File: src/rtl/pwm_motor_ctrl.sv
// pwm_motor_ctrl: sequences two PWM channels from signed speed commands with reversal dead time and brake.
// Define PWM_MOTOR_CTRL_RAMP_EN for STEP-per-tick slew limiting; without it each tick jumps straight to the target.
module pwm_motor_ctrl #(
    parameter int PERIOD_CYC = 1024,
    parameter int STEP       = 16,
    parameter int DEAD_TICKS = 4,
    parameter int DUTY_MAX   = 1022
) (
    input  logic        clk,
    input  logic        rst_n,
    input  logic        cmd_vld,
    output logic        cmd_rdy,
    input  logic [10:0] cmd_lft,
    input  logic [10:0] cmd_rht,
    input  logic        brake,
    output logic [9:0]  duty_lft,
    output logic [9:0]  duty_rht,
    output logic        en_lft,
    output logic        en_rht,
    output logic        rev_lft,
    output logic        rev_rht,
    output logic        busy,
    output logic [3:0]  dbg_state
);

    localparam int PW = $clog2(PERIOD_CYC);
    localparam int DW = $clog2(DEAD_TICKS + 1);
`ifdef PWM_MOTOR_CTRL_RAMP_EN
    localparam logic [10:0] STEP_W = 11'(STEP);
`else
    localparam logic [10:0] STEP_W = 11'h7ff;
`endif

    typedef enum logic [1:0] {
        ST_OFF  = 2'd0,
        ST_RUN  = 2'd1,
        ST_DEAD = 2'd2
    } state_t;

    logic [PW-1:0] presc_q, presc_d;
    logic          tick;
    logic          accept;
    logic [10:0]   cmd_a     [2];
    state_t        state_q   [2];
    state_t        state_d   [2];
    logic [9:0]    cur_q     [2];
    logic [9:0]    cur_d     [2];
    logic          rev_q     [2];
    logic          rev_d     [2];
    logic [DW-1:0] dcnt_q    [2];
    logic [DW-1:0] dcnt_d    [2];
    logic          tgt_dir_q [2];
    logic          tgt_dir_d [2];
    logic [9:0]    tgt_mag_q [2];
    logic [9:0]    tgt_mag_d [2];
    logic [1:0]    settled;

    // |cmd| limited to DUTY_MAX; -1024 has magnitude 1024 at 11 bits and clamps like the rest.
    function automatic logic [9:0] clamp_mag(input logic [10:0] c);
        logic [10:0] a;
        a = c[10] ? (~c + 11'd1) : c;
        return (a > 11'(DUTY_MAX)) ? 10'(DUTY_MAX) : a[9:0];
    endfunction

    function automatic logic [9:0] step_toward(input logic [9:0] cur, input logic [9:0] tgt);
        logic [10:0] c;
        logic [10:0] t;
        c = {1'b0, cur};
        t = {1'b0, tgt};
        if (c < t) return ((t - c) > STEP_W) ? 10'(c + STEP_W) : tgt;
        else       return ((c - t) > STEP_W) ? 10'(c - STEP_W) : tgt;
    endfunction

    assign tick    = (presc_q == PW'(PERIOD_CYC - 1));
    // Command pair transfers on cmd_vld & cmd_rdy; cmd_rdy is simply ~brake, so braking drops commands.
    assign cmd_rdy = ~brake;
    assign accept  = cmd_vld & ~brake;
    assign cmd_a[0] = cmd_lft;
    assign cmd_a[1] = cmd_rht;

    always_comb begin
        presc_d = tick ? '0 : presc_q + PW'(1);
        settled = '0;
        for (int ch = 0; ch < 2; ch++) begin
            state_d[ch]   = state_q[ch];
            cur_d[ch]     = cur_q[ch];
            rev_d[ch]     = rev_q[ch];
            dcnt_d[ch]    = dcnt_q[ch];
            tgt_dir_d[ch] = tgt_dir_q[ch];
            tgt_mag_d[ch] = tgt_mag_q[ch];
            settled[ch]   = ((state_q[ch] == ST_OFF) && (tgt_mag_q[ch] == 10'd0)) ||
                            ((state_q[ch] == ST_RUN) && (cur_q[ch] == tgt_mag_q[ch]));
            if (brake) begin
                state_d[ch]   = ST_OFF;
                cur_d[ch]     = 10'd0;
                dcnt_d[ch]    = '0;
                tgt_dir_d[ch] = 1'b0;
                tgt_mag_d[ch] = 10'd0;
            end else begin
                if (accept) begin
                    tgt_dir_d[ch] = cmd_a[ch][10];
                    tgt_mag_d[ch] = clamp_mag(cmd_a[ch]);
                end
                // Tick decisions use the registered targets, so an accept on the tick cycle waits one tick.
                if (tick) begin
                    case (state_q[ch])
                        ST_OFF: begin
                            if (tgt_mag_q[ch] != 10'd0) begin
                                state_d[ch] = ST_RUN;
                                rev_d[ch]   = tgt_dir_q[ch];
                                cur_d[ch]   = ({1'b0, tgt_mag_q[ch]} > STEP_W) ? 10'(STEP_W) : tgt_mag_q[ch];
                            end
                        end
                        ST_RUN: begin
                            if ((tgt_dir_q[ch] == rev_q[ch]) && (tgt_mag_q[ch] != 10'd0)) begin
                                cur_d[ch] = step_toward(cur_q[ch], tgt_mag_q[ch]);
                            end else if ({1'b0, cur_q[ch]} <= STEP_W) begin
                                cur_d[ch]   = 10'd0;
                                state_d[ch] = ST_DEAD;
                                dcnt_d[ch]  = DW'(DEAD_TICKS);
                            end else begin
                                cur_d[ch] = 10'(({1'b0, cur_q[ch]}) - STEP_W);
                            end
                        end
                        ST_DEAD: begin
                            if (dcnt_q[ch] == DW'(1)) state_d[ch] = ST_OFF;
                            else                     dcnt_d[ch]  = dcnt_q[ch] - DW'(1);
                        end
                        default: state_d[ch] = ST_OFF;
                    endcase
                end
            end
        end
    end

    always_ff @(posedge clk or negedge rst_n) begin
        if (!rst_n) begin
            presc_q <= '0;
            for (int ch = 0; ch < 2; ch++) begin
                state_q[ch]   <= ST_OFF;
                cur_q[ch]     <= 10'd0;
                rev_q[ch]     <= 1'b0;
                dcnt_q[ch]    <= '0;
                tgt_dir_q[ch] <= 1'b0;
                tgt_mag_q[ch] <= 10'd0;
            end
        end else begin
            presc_q <= presc_d;
            for (int ch = 0; ch < 2; ch++) begin
                state_q[ch]   <= state_d[ch];
                cur_q[ch]     <= cur_d[ch];
                rev_q[ch]     <= rev_d[ch];
                dcnt_q[ch]    <= dcnt_d[ch];
                tgt_dir_q[ch] <= tgt_dir_d[ch];
                tgt_mag_q[ch] <= tgt_mag_d[ch];
            end
        end
    end

    // Duty 0 would mean 100 % high at the generator, so an idle channel parks at duty 1.
    assign en_lft    = (state_q[0] == ST_RUN);
    assign en_rht    = (state_q[1] == ST_RUN);
    assign duty_lft  = en_lft ? cur_q[0] : 10'd1;
    assign duty_rht  = en_rht ? cur_q[1] : 10'd1;
    assign rev_lft   = rev_q[0];
    assign rev_rht   = rev_q[1];
    assign busy      = ~(&settled);
    assign dbg_state = {state_q[1], state_q[0]};

endmodule

File: config.mk
export PLATFORM = sky130hd
export DESIGN_NAME = pwm_motor_ctrl
export DESIGN_NICKNAME = d
export VERILOG_FILES = /design/src/rtl/pwm_motor_ctrl.sv
export SDC_FILE = /design/constraint.sdc
export NUM_CORES = 1
export LEC_CHECK = 0
export ABC_CLOCK_PERIOD_IN_PS = 2200
export BUFFER_PORTS_ARGS = -buffer_cell sky130_fd_sc_hd__buf_4
export CORE_ASPECT_RATIO = 2
export CORE_MARGIN = 8
export CORE_UTILIZATION = 57
export DETAILED_ROUTE_END_ITERATION = 10
export HOLD_SLACK_MARGIN = 0.15
export PLACE_DENSITY = 0.76
export SLEW_MARGIN = 10
export SYNTH_ARGS = -nofsm -noshare
export SYNTH_HDL_FRONTEND = slang
export SYNTH_SLANG_ARGS = --single-unit
export TNS_END_PERCENT = 100
File: constraint.sdc
create_clock -name clk -period 2.2 [get_ports clk]
set_input_delay 0.33 -clock clk [delete_from_list [all_inputs] [get_ports clk]]
set_output_delay 0.33 -clock clk [all_outputs]
set_load 0.05 [all_outputs]
# --- After elaboration in Yosys (flattened, before gate mapping) ---
# Index checks and enable logic that the tools add are counted.
word_totals:
  reg_bits: 64
  inputBits: 26
  output_inout_bits: 30
  wordCells: 140
classes:
  addsub: 13
  order_cmp: 8
  eq_ne: 19
  muxes: 53
  bitwise_logic: 5
  n_reduce_logical: 29
op_table:
  columns: ["op", "n"]
  rows:
  - ["$mux 10", 23]
  - ["$gt 11x11->1 const B", 4]
  - ["$sub 10x10->11", 4]
  - ["$pmux 10 s2", 2]
  - ["$mux 3", 8]
  - ["$reduce_and 4->1", 6]
  - ["$add 11x1->11 const B", 2]
  - ["$gt 11x10->1 const B", 2]
  - ["$mux 11", 2]
  - ["$not 11->11", 2]
  - ["$add 10x10->10 const B", 2]
  - ["$eq 10x10->1", 2]
  - ["$logic_not 10->1", 2]
  - ["$lt 10x10->1", 2]
  - ["$mux 2", 10]
  - ["$reduce_bool 10->1", 2]
  - ["$sub 10x10->10 const B", 2]
  - ["$ne 3x3->1 const B", 6]
  - ["$pmux 2 s3", 2]
  - ["$pmux 3 s2", 2]
  - ["$reduce_bool 3->1", 4]
  - ["$add 10x1->10 const B", 1]
  - ["$eq 10x10->1 const B", 1]
  - ["$eq 3x1->1 const B", 2]
  - ["other kinds (14)", 32]

# --- Depth between registers and ports, before layout ---
# Gate-level depths: netlist of the first run.
logic_depth:
  depth_word: 8
  ltp_mapped: 8
  depth_no_buf: 7

# --- Least setup slack after synthesis of the first run ---
# OpenSTA, ideal clock, no wires.
synth_path:
  path_kind: "reg-to-output"
  from: "reg state_q (netlist bit dbg_state[0])"
  to: "out duty_lft[1]"
  arrival_ns: 2.138
  t_required_ns: 1.870
  setup_slack_ns: -0.268
  stages_incl_launch_ff: 4
  n_path_buf: 1
  path_cell_list: "dfrtp_1 > nor2b_1 > clkbuf_1 > and2_1"
synth_via:
  elab_chain_cells: 2
synth_lines:
  columns: ["item", "line", "source"]
  rows:
  - ["start, declared", "44", "state_t state_q [2];"]
  - ["start signal, assigned by index", "150", "state_q[ch] <= state_d[ch];"]
  - ["$eq 2x1->1", "161", "assign en_lft = (state_q[0] == ST_RUN);"]
  - ["via en_lft", "18", "output logic en_lft,"]
  - ["$mux 10", "163", "assign duty_lft = en_lft ? cur_q[0] : 10'd1;"]
  - ["end, declared", "16", "output logic [9:0] duty_lft,"]
# The timed path passes the listed nets, and every way through them passes these cells.

# --- Worst setup path after layout of the first run ---
layout_path:
  from: "reg tgt_mag_q[18] (netlist name)"
  to: "out busy"
layout_via:
  elab_chain_cells: 5
  elab_cells_between_ends: 7
  classes_between: "eq/ne (1); bitwise (1); reduce/logical (5)"
layout_lines:
  columns: ["item", "line", "source"]
  rows:
  - ["start, declared", "54", "logic [9:0] tgt_mag_q [2];"]
  - ["start signal, assigned by index", "155", "tgt_mag_q[ch] <= tgt_mag_d[ch];"]
  - ["$eq 10x10->1 / $logic_not 10->1 (equally long branches)", "92, 91", null]
  - ["$logic_and 1x1->1 (on tied branches)", "92, 91", null]
  - ["$logic_or 1x1->1 (*)", "91", "settled[ch] = ((state_q[ch] == ST_OFF) && (tgt_mag_q[ch] == 10'd0)) ||"]
  - ["$reduce_and 2->1 (*)", "167", "assign busy = ~(&settled);"]
  - ["$not 1->1 (*)", "167", null]
  - ["end, declared", "22", "output logic busy,"]
# Every way passes the cells marked *; elsewhere a longest branch is shown, timed or not.

==> flow_metrics.env, run 1 <==
export IMPL_max_freq_mhz=427
export IMPL_hold_violations=0
export IMPL_synth_ff_type="dfrtp_1"
export IMPL_slew_headroom=0.472
export IMPL_ios=56
export IMPL_finalCritPeriodShare=1.06
export IMPL_final_nets=597
export IMPL_ys_ff_latch=64
export IMPL_crit_path_max_fanout=4
export IMPL_p_total_w=0.00316
export IMPL_fin_tns_setup_ns=-0.142
export IMPL_cts_tree="built"
export IMPL_clock_sinks=64
export IMPL_antenna_cells=0
export IMPL_clk_pin_slew_ns=0.05
export IMPL_endpoint_kind="output port"
export IMPL_overflow=0
export IMPL_powerDensity_nw_per_um2=602
export IMPL_gr_usage_met2=0.367
export IMPL_cp_arrival_ns=2.01
export IMPL_grt_pass1_wl_mm=17.3
export IMPL_multi_input_area_um2=2440
export IMPL_grt_use_met3=0.0390
export IMPL_areaGrowthSynthToFinish_pct=23.1
export IMPL_finClkSkew_ns=0.00682
export IMPL_finalWeightedCongestion=0.866
export IMPL_ff_latch_area_um2=1610
export IMPL_cts_root_buf="clkbuf_16"
export IMPL_async_flop_share=1.00
export IMPL_fp_coreArea_um2=7270
export IMPL_crit_chain="nor4_2, nand3_1, o32ai_2, nand3b_1, buf_6"
export IMPL_syn_inst=479
export IMPL_antenna_found_initial=0
export IMPL_start_util=0.587
export IMPL_synth_edf_count=0
export IMPL_syn_area_um2=4260
export IMPL_outcome="complete, but fails checks"
export IMPL_drv_cap=0
export IMPL_drt_iter0_markers=209
export IMPL_vias_per_cell=5.80
export IMPL_setup_worst_path_class="reg2out"
export IMPL_worstMarginPinSlew_ns=0.792
export IMPL_wl_mm=10.5
export IMPL_cts_buffer_depth=2
export IMPL_grt_setup_unrepaired="true"
export IMPL_die_h_um=138
export IMPL_busiest_layer="met2"
export IMPL_rows=44
export IMPL_grt_use_total=0.196
export IMPL_violations="negative setup slack"
export IMPL_portBuffers=55
export IMPL_grt_use_met1=0.198
export IMPL_cts_buffers=9
export IMPL_n_fill_cell=555
export IMPL_wire_per_inst_um=16.4
export IMPL_dieArea_um2=10700
export IMPL_power_leakage_nw=2.41
export IMPL_cp_start_kind="flip-flop"
export IMPL_yosysWarnings=0
export IMPL_setup_violations_final=1
export IMPL_insertion_delay_ns=0.33
export IMPL_route_detailed_drc=0
export IMPL_h_tree_depth=3
export IMPL_worstHoldPathType="in2reg"
export IMPL_first_global_vias=3751
export IMPL_fin_crit_ns=2.34
export IMPL_ir_worst_vdd_v=0.000522
export IMPL_drv_slew=0
export IMPL_avgSynthCellArea_um2=8.90
export IMPL_num_vias=3716
export IMPL_required_ns=1.87
export IMPL_syn_nets=532
export IMPL_seq_area_frac_synth=0.376
export IMPL_dr_pass1_iters=4
export IMPL_synth_distinct_cells=63
export IMPL_crit_slowest_cell="dfrtp_1"
export IMPL_die_width_um=77.2
export IMPL_grt_start_max_net_pins=65
export IMPL_rrSetupSlack_ns=0.05
export IMPL_cpPeakStageDelay_ns=0.42
export IMPL_fin_ws_ns=-0.142
export IMPL_drt_antenna_violating_nets=0
export IMPL_drive_gt1_frac=0.219
export IMPL_hpwl_mm=7.74
timing repair:
action	in CTS	in global routing
hold buffers	1	0
pin swaps	2	7
endpoints found under the hold margin	64	0
buffers inserted	2	3
setup endpoints to repair	1	2
resized for setup	7	6
worst max-delay path: cells and delay by family (launching register included):
kind / cells / cell delay (ns)
AO/OA/AOI/OAI: 1 / 0.36
buffers and inverters: 1 / 0.19
flip-flops: 1 / 0.42
AND/OR/NAND/NOR: 3 / 0.71
cells in the final DEF, fill, tap and decap left out, types with 12 or more instances in the layout:
cell type / netlist / layout
a311oi_1: 12 / 12
mux2i_1: 22 / 22
o21ai_0: 12 / 12
nand2_1: 49 / 49
ha_1: 27 / 26
inv_1: 39 / 39
dfrtp_1: 64 / 60
buf_4: 0 / 79
xor2_1: 18 / 18
a21oi_1: 13 / 13
nor2_1: 43 / 43
report_power, final:
group          total, W  internal [W]  switching, W
logic          0.000459      0.000198      0.000261
clock network   0.00141      0.000934      0.000479
registers       0.00128       0.00123     0.0000505
total           0.00316       0.00237      0.000791
synthesized netlist by cell type (4+ instances only):
cell type,number,area (um^2)
o21ai_0,12,60.1
nand4_1,6,37.5
ha_1,27,338
a21oi_1,13,65.1
inv_1,39,146
buf_2,7,35.0
and2_1,11,68.8
nand3_1,9,45.0
nor3_1,10,50.1
or3_1,6,37.5
dfrtp_1,64,1600
mux2i_1,22,220
o31ai_1,8,60.1
and3_1,5,31.3
clkbuf_1,19,71.3
a211oi_1,6,45.0
a31oi_1,4,25.0
nand2_1,49,184
mux2_2,4,45.0
xor2_1,18,158
nand2b_1,11,68.8
nor2_1,43,161
nor4_1,6,37.5
xnor2_1,5,43.8
a311oi_1,12,105
per-layer routing:
layer | up-vias | share of wire
li1 | 1826 | -
met2 | 77 | 0.56
met3 | 16 | 0.036
met5 | - | 0
met4 | 0 | 0.023
met1 | 1797 | 0.38
kinds of logic (layout without fill, tap and decap cells):
group                    Yosys count  count (layout)  share of synthesized area
adder cells (fa/ha/maj)           27              27                     0.0792
AO/OA/AOI/OAI                     96              96                      0.167
flip-flops                        64              64                      0.376
AND/OR/NAND/NOR                  175             175                      0.205
multiplexers                      26              26                     0.0622
buffers and inverters             68             138                     0.0637
XOR/XNOR                          23              23                     0.0473
cell type report:
class                   count  share of cell area
clock buffers              13              0.0496
clock inverters             3             0.00763
inverters                  40              0.0286
multi-input cells         347               0.465
flip-flops and latches     64               0.306
well taps                  92              0.0219
repair buffers             82               0.121
through the flow:
step / cell area [um^2] / worst slack (ns) / hold slack, ns / utilization / std cells
after global placement: 4840 / 0.103 / 0.458 / 0.666 / 619
after detailed placement: 4840 / 0.0663 / 0.467 / 0.666 / 619
after floorplan: 4260 / -0.00684 / 0.0344 / - / 479
after global routing: 5250 / -0.162 / 0.286 / 0.722 / 641
after CTS: 5200 / -0.0260 / 0.275 / 0.715 / 638
final: 5250 / -0.142 / 0.290 / 0.722 / 641
flip-flops by register name (all words and copies together) (netlist names):
register and count:
tgt_dir_q 2, dcnt_q 6, cur_q 20, presc_q 10
dbg_state 4, rev_rht 1, rev_lft 1, tgt_mag_q 20
final timing paths:
path | from | endpoint | cells after the start
setup / recovery | tgt_mag_q[18] | busy | 5
hold / removal | brake | tgt_mag_q[9] | 2
setup reg to reg | tgt_mag_q[18] | cur_q[13] | 8
hold reg to reg | presc_q[9] | presc_q[9] | 1
max in group asynchronous | rst_n | tgt_mag_q[7] | 2
min in group asynchronous | rst_n | dcnt_q[4] | 2
Note: power is estimated with default switching activity, not from simulation.
==> run 2: changes to the inputs <==
--- a/config.mk
+++ b/config.mk
@@ -13,6 +13,7 @@
 export DETAILED_ROUTE_END_ITERATION = 10
 export HOLD_SLACK_MARGIN = 0.15
 export PLACE_DENSITY = 0.76
+export SKIP_CTS_REPAIR_TIMING = 1
 export SLEW_MARGIN = 10
 export SYNTH_ARGS = -nofsm -noshare
 export SYNTH_HDL_FRONTEND = slang
==> flow_metrics.env, run 2 (same netlist as run 1, synthesis figures left out) <==
export IMPL_outcome="completed"
export IMPL_drt_antenna_violating_nets=0
export IMPL_antenna_cells=0
export IMPL_endpoint_kind="output port"
export IMPL_cp_arrival_ns=1.87
export IMPL_drive_gt1_frac=0.204
export IMPL_gr_usage_met2=0.360
export IMPL_slew_headroom=0.470
export IMPL_start_util=0.587
export IMPL_max_freq_mhz=455
export IMPL_vias_per_cell=5.81
export IMPL_crit_path_max_fanout=4
export IMPL_cts_tree="built"
export IMPL_grt_use_met1=0.197
export IMPL_setup_violations_final=0
export IMPL_cts_buffers=9
export IMPL_ios=56
export IMPL_worstHoldPathType="in2async"
export IMPL_powerDensity_nw_per_um2=603
export IMPL_fin_crit_ns=2.20
export IMPL_grt_use_met3=0.0377
export IMPL_final_util=0.713
export IMPL_dr_pass1_iters=5
export IMPL_drv_slew=0
export IMPL_final_nets=591
export IMPL_wire_per_inst_um=16.1
export IMPL_areaGrowthSynthToFinish_pct=21.6
export IMPL_grt_pass1_wl_mm=17.2
export IMPL_cts_root_buf="clkbuf_16"
export IMPL_num_vias=3691
export IMPL_layout_commonest_cell="buf_4"
export IMPL_setup_worst_path_class="reg2out"
export IMPL_wl_mm=10.2
export IMPL_final_cell_mix="74 x buf_4, 63 x dfrtp_1, 49 x nand2_1, 43 x nor2_1, 39 x inv_1"
export IMPL_finalWeightedCongestion=0.866
export IMPL_fp_coreArea_um2=7270
export IMPL_fin_tns_setup_ns=0
export IMPL_grt_start_max_net_pins=65
export IMPL_first_global_vias=3738
export IMPL_cts_buffer_depth=2
export IMPL_grt_setup_unrepaired="true"
export IMPL_antenna_found_initial=0
export IMPL_h_tree_depth=3
export IMPL_clk_pin_slew_ns=0.05
export IMPL_clock_sinks=64
export IMPL_rows=44
export IMPL_grt_use_total=0.195
export IMPL_cp_start_kind="flip-flop"
export IMPL_power_leakage_nw=2.39
export IMPL_finClkSkew_ns=0.00694
export IMPL_die_width_um=77.2
export IMPL_largestRegisters="cur_q x20, tgt_mag_q x20, presc_q x10"
export IMPL_route_detailed_drc=0
export IMPL_overflow=0
export IMPL_hold_violations=0
export IMPL_portBuffers=55
export IMPL_ir_worst_vdd_v=0.000512
export IMPL_worstMarginPinSlew_ns=0.795
export IMPL_hpwl_mm=7.74
export IMPL_drt_iter0_markers=205
export IMPL_insertion_delay_ns=0.33
export IMPL_required_ns=1.87
export IMPL_drv_cap=0
export IMPL_finalCritPeriodShare=0.999
export IMPL_dieArea_um2=10700
export IMPL_die_h_um=138
export IMPL_busiest_layer="met2"
## run 2: changes by cell type in the layout (fill, tap and decap cells not counted), sizes merged
cell,change
dlygate4sd3,-1
buf,-5
## run 2: final timing paths
| kind | from | endpoint | slack (ns) | cells after the start |
|---|---|---|---|---|
| setup / recovery | tgt_mag_q[7] | busy | 0.003 | 6 |
| hold reg to reg | presc_q[9] | presc_q[9] | 0.48 | 1 |
| setup reg to reg | presc_q[0] | dcnt_q[1] | 0.10 | 6 |
| hold / removal | rst_n | cur_q[12] | 0.1 | 1 |
| max in group asynchronous | rst_n | tgt_mag_q[7] | 1.55 | 1 |
| min in group clk | brake | tgt_mag_q[9] | 0.29 | 2 |
## run 2: worst max-delay path, cell delays in order (launching register included)
cell	delay, ns
dfrtp_2	0.45
nor4_4	0.28
nand4_1	0.16
or2_4	0.26
o31ai_1	0.07
nand3b_1	0.15
buf_6	0.18
## run 2: stage by stage
stage	hold WS, ns	worst slack, ns	instance area [um^2]	instances	total power, W
finish	0.0991	0.00293	5180	635	0.00313
global route	0.171	-0.101	5180	635	0.00326
CTS	0.117	-0.217	5140	635	0.00315
detailed placement	0.467	0.0663	4840	619	0.00173
global placement	0.458	0.103	4840	619	0.00171
floorplan	0.0344	-0.00684	4260	479	0.00156
## run 2: power breakdown
group | total (W) | switching, W | internal, W
combinational | 0.000439 | 0.000254 | 0.000185
sequential | 0.00128 | 0.0000492 | 0.00123
clock | 0.00141 | 0.000473 | 0.000934
total | 0.00313 | 0.000776 | 0.00235
## run 2: final cells by class
cell class,count,area (um^2)
well taps,92,115
inverters,40,150
multi-input cells,347,2430
clock inverters,3,40.0
repair buffers,76,587
clock buffers,13,260
flip-flops and latches,64,1600
fillers,565,2080
## run 2: per-layer routing
metal / up-vias / wire length [um] / share of wire
li1: 1808 / - / -
met1: 1787 / 3890 / 0.38
met2: 75 / 5700 / 0.56
met3: 21 / 347 / 0.034
met4: 0 / 292 / 0.029
met5: - / 0 / 0
==> run 3: changes to the inputs <==
--- a/config.mk
+++ b/config.mk
@@ -11,8 +11,10 @@
 export CORE_MARGIN = 8
 export CORE_UTILIZATION = 57
 export DETAILED_ROUTE_END_ITERATION = 10
+export GPL_TIMING_DRIVEN = 1
 export HOLD_SLACK_MARGIN = 0.15
-export PLACE_DENSITY = 0.76
+export PLACE_DENSITY = 0.8
+export RECOVER_POWER = 50
 export SKIP_CTS_REPAIR_TIMING = 1
 export SLEW_MARGIN = 10
 export SYNTH_ARGS = -nofsm -noshare
==> flow_metrics.env, run 3 (same netlist as run 1, synthesis figures left out) <==
export IMPL_fp_coreArea_um2=7270
export IMPL_worstHoldPathType="in2reg"
export IMPL_rows=44
export IMPL_layout_commonest_cell="buf_4"
export IMPL_hold_start="brake"
export IMPL_dieArea_um2=10700
export IMPL_gr_usage_met2=0.360
export IMPL_drt_antenna_violating_nets=0
export IMPL_portBuffers=55
export IMPL_cts_buffer_depth=2
export IMPL_start_util=0.587
export IMPL_wire_per_inst_um=16.9
export IMPL_drive_gt1_frac=0.201
export IMPL_endpoint_kind="output port"
export IMPL_areaGrowthSynthToFinish_pct=20.8
export IMPL_grt_pass1_wl_mm=17.4
export IMPL_multi_input_area_um2=2440
export IMPL_grt_start_max_net_pins=65
export IMPL_dr_pass1_iters=5
export IMPL_power_leakage_nw=2.37
export IMPL_instances_no_fill=638
export IMPL_cpPeakStageDelay_ns=0.42
export IMPL_final_util=0.709
export IMPL_setup_violations_final=1
export IMPL_slew_headroom=-0.0667
export IMPL_fin_crit_ns=2.26
export IMPL_clock_sinks=64
export IMPL_powerDensity_nw_per_um2=571
export IMPL_outcome="complete, but fails checks"
export IMPL_fin_ws_ns=-0.0568
export IMPL_die_width_um=77.2
export IMPL_cp_arrival_ns=1.93
export IMPL_cts_buffers=9
export IMPL_worstMarginPinSlew_ns=1.60
export IMPL_finish_instance_area_um2=5150
export IMPL_setup_worst_path_class="reg2out"
export IMPL_crit_chain="nor4_2, nand4_1, or2_4, o31ai_2, nand3b_1, buf_6"
export IMPL_crit_slowest_cell="dfrtp_1"
export IMPL_largestRegisters="cur_q x20, tgt_mag_q x20, presc_q x10"
export IMPL_drt_iter0_markers=227
export IMPL_timing_rr_start="presc_q[0]"
export IMPL_final_cell_mix="73 x buf_4, 63 x dfrtp_1, 49 x nand2_1, 43 x nor2_1, 39 x inv_1"
export IMPL_busiest_layer="met2"
export IMPL_required_ns=1.87
export IMPL_num_vias=3783
export IMPL_vias_per_cell=5.93
export IMPL_overflow=0
export IMPL_crit_path_max_fanout=3
export IMPL_grt_setup_unrepaired="true"
export IMPL_antenna_found_initial=0
export IMPL_max_freq_mhz=443
export IMPL_placed_cells=616
export IMPL_h_tree_depth=3
export IMPL_cts_tree="built"
export IMPL_p_total_w=0.00294
export IMPL_antenna_cells=0
export IMPL_n_fill_cell=607
export IMPL_cts_root_buf="clkbuf_16"
export IMPL_wl_mm=10.8
export IMPL_path_buf_inv=1
export IMPL_route_detailed_drc=0
export IMPL_clk_pin_slew_ns=0.05
export IMPL_cp_startpoint="tgt_mag_q[5]"
export IMPL_crit_family="simple AND/OR/NAND/NOR gates"
export IMPL_grt_use_met1=0.202
export IMPL_first_global_vias=3765
export IMPL_final_nets=597
export IMPL_insertion_delay_ns=0.33
export IMPL_ios=56
export IMPL_grt_use_met3=0.0435
export IMPL_violations="max-capacitance violations, max-slew violations, negative setup slack"
export IMPL_ff_latch_area_um2=1600
export IMPL_cp_start_kind="flip-flop"
export IMPL_finalWeightedCongestion=0.837
export IMPL_place_ws_ns=0.0647
export IMPL_drv_slew=65
export IMPL_grt_use_total=0.198
export IMPL_hold_violations=0
export IMPL_finalCritPeriodShare=1.03
export IMPL_die_h_um=138
export IMPL_hpwl_mm=7.79
export IMPL_drv_cap=1
export IMPL_ir_worst_vdd_v=0.000476
export IMPL_finClkSkew_ns=0.00671
export IMPL_dpl_cell_area_um2=4800
-- run 3: cell count changes in the layout (fill, tap and decap cells not counted), sizes merged --
cell         previous run  this run
clkbuf                 13        18
buf                    76        74
dlygate4sd3             0         1
bufinv                  1         0
-- run 3: final timing paths --
check | end | slack, ns | cells past startpoint
hold reg to reg | presc_q[0] | 0.49 | 1
hold / removal | tgt_mag_q[9] | 0.28 | 2
max in group asynchronous | tgt_mag_q[16] | 0.22 | 2
setup reg to reg | dcnt_q[5] | 0.18 | 6
min in group asynchronous | cur_q[11] | 0.94 | 2
setup / recovery | busy | -0.06 | 6
-- run 3: layer usage --
metal / share of wire / vias up
li1: - / 1810
met1: 0.39 / 1849
met2: 0.55 / 100
met3: 0.035 / 24
met4: 0.030 / 0
met5: 0 / -
-- run 3: power breakdown --
part | total (W) | switching, W | internal (W)
Combinational | 0.000462 | 0.000266 | 0.000196
Clock | 0.00119 | 0.000457 | 0.000737
Sequential | 0.00129 | 0.0000519 | 0.00123
Total | 0.00294 | 0.000775 | 0.00217
-- run 3: worst register-to-register path, stage by stage, from the launching register on --
cell,delay [ns]
dfrtp_1,0.38
ha_1,0.20
and3_1,0.26
and4_2,0.32
buf_4,0.18
nand2_1,0.10
a2111oi_1,0.43
-- run 3: final cells by class --
cell class,count,share of cell area
flip-flops and latches,64,0.311
clock buffers,11,0.0452
clock inverters,2,0.00194
multi-input cells,347,0.474
repair buffers,82,0.116
inverters,40,0.0292
well taps,92,0.0224
-- run 3: stage by stage --
stage | hold slack (ns) | TNS (ns)
floorplan | 0.0344 | -0.0616
global placement | 0.457 | 0
detailed placement | 0.472 | 0
CTS | 0.124 | -0.204
global route | 0.280 | -0.319
finish | 0.279 | -0.0568
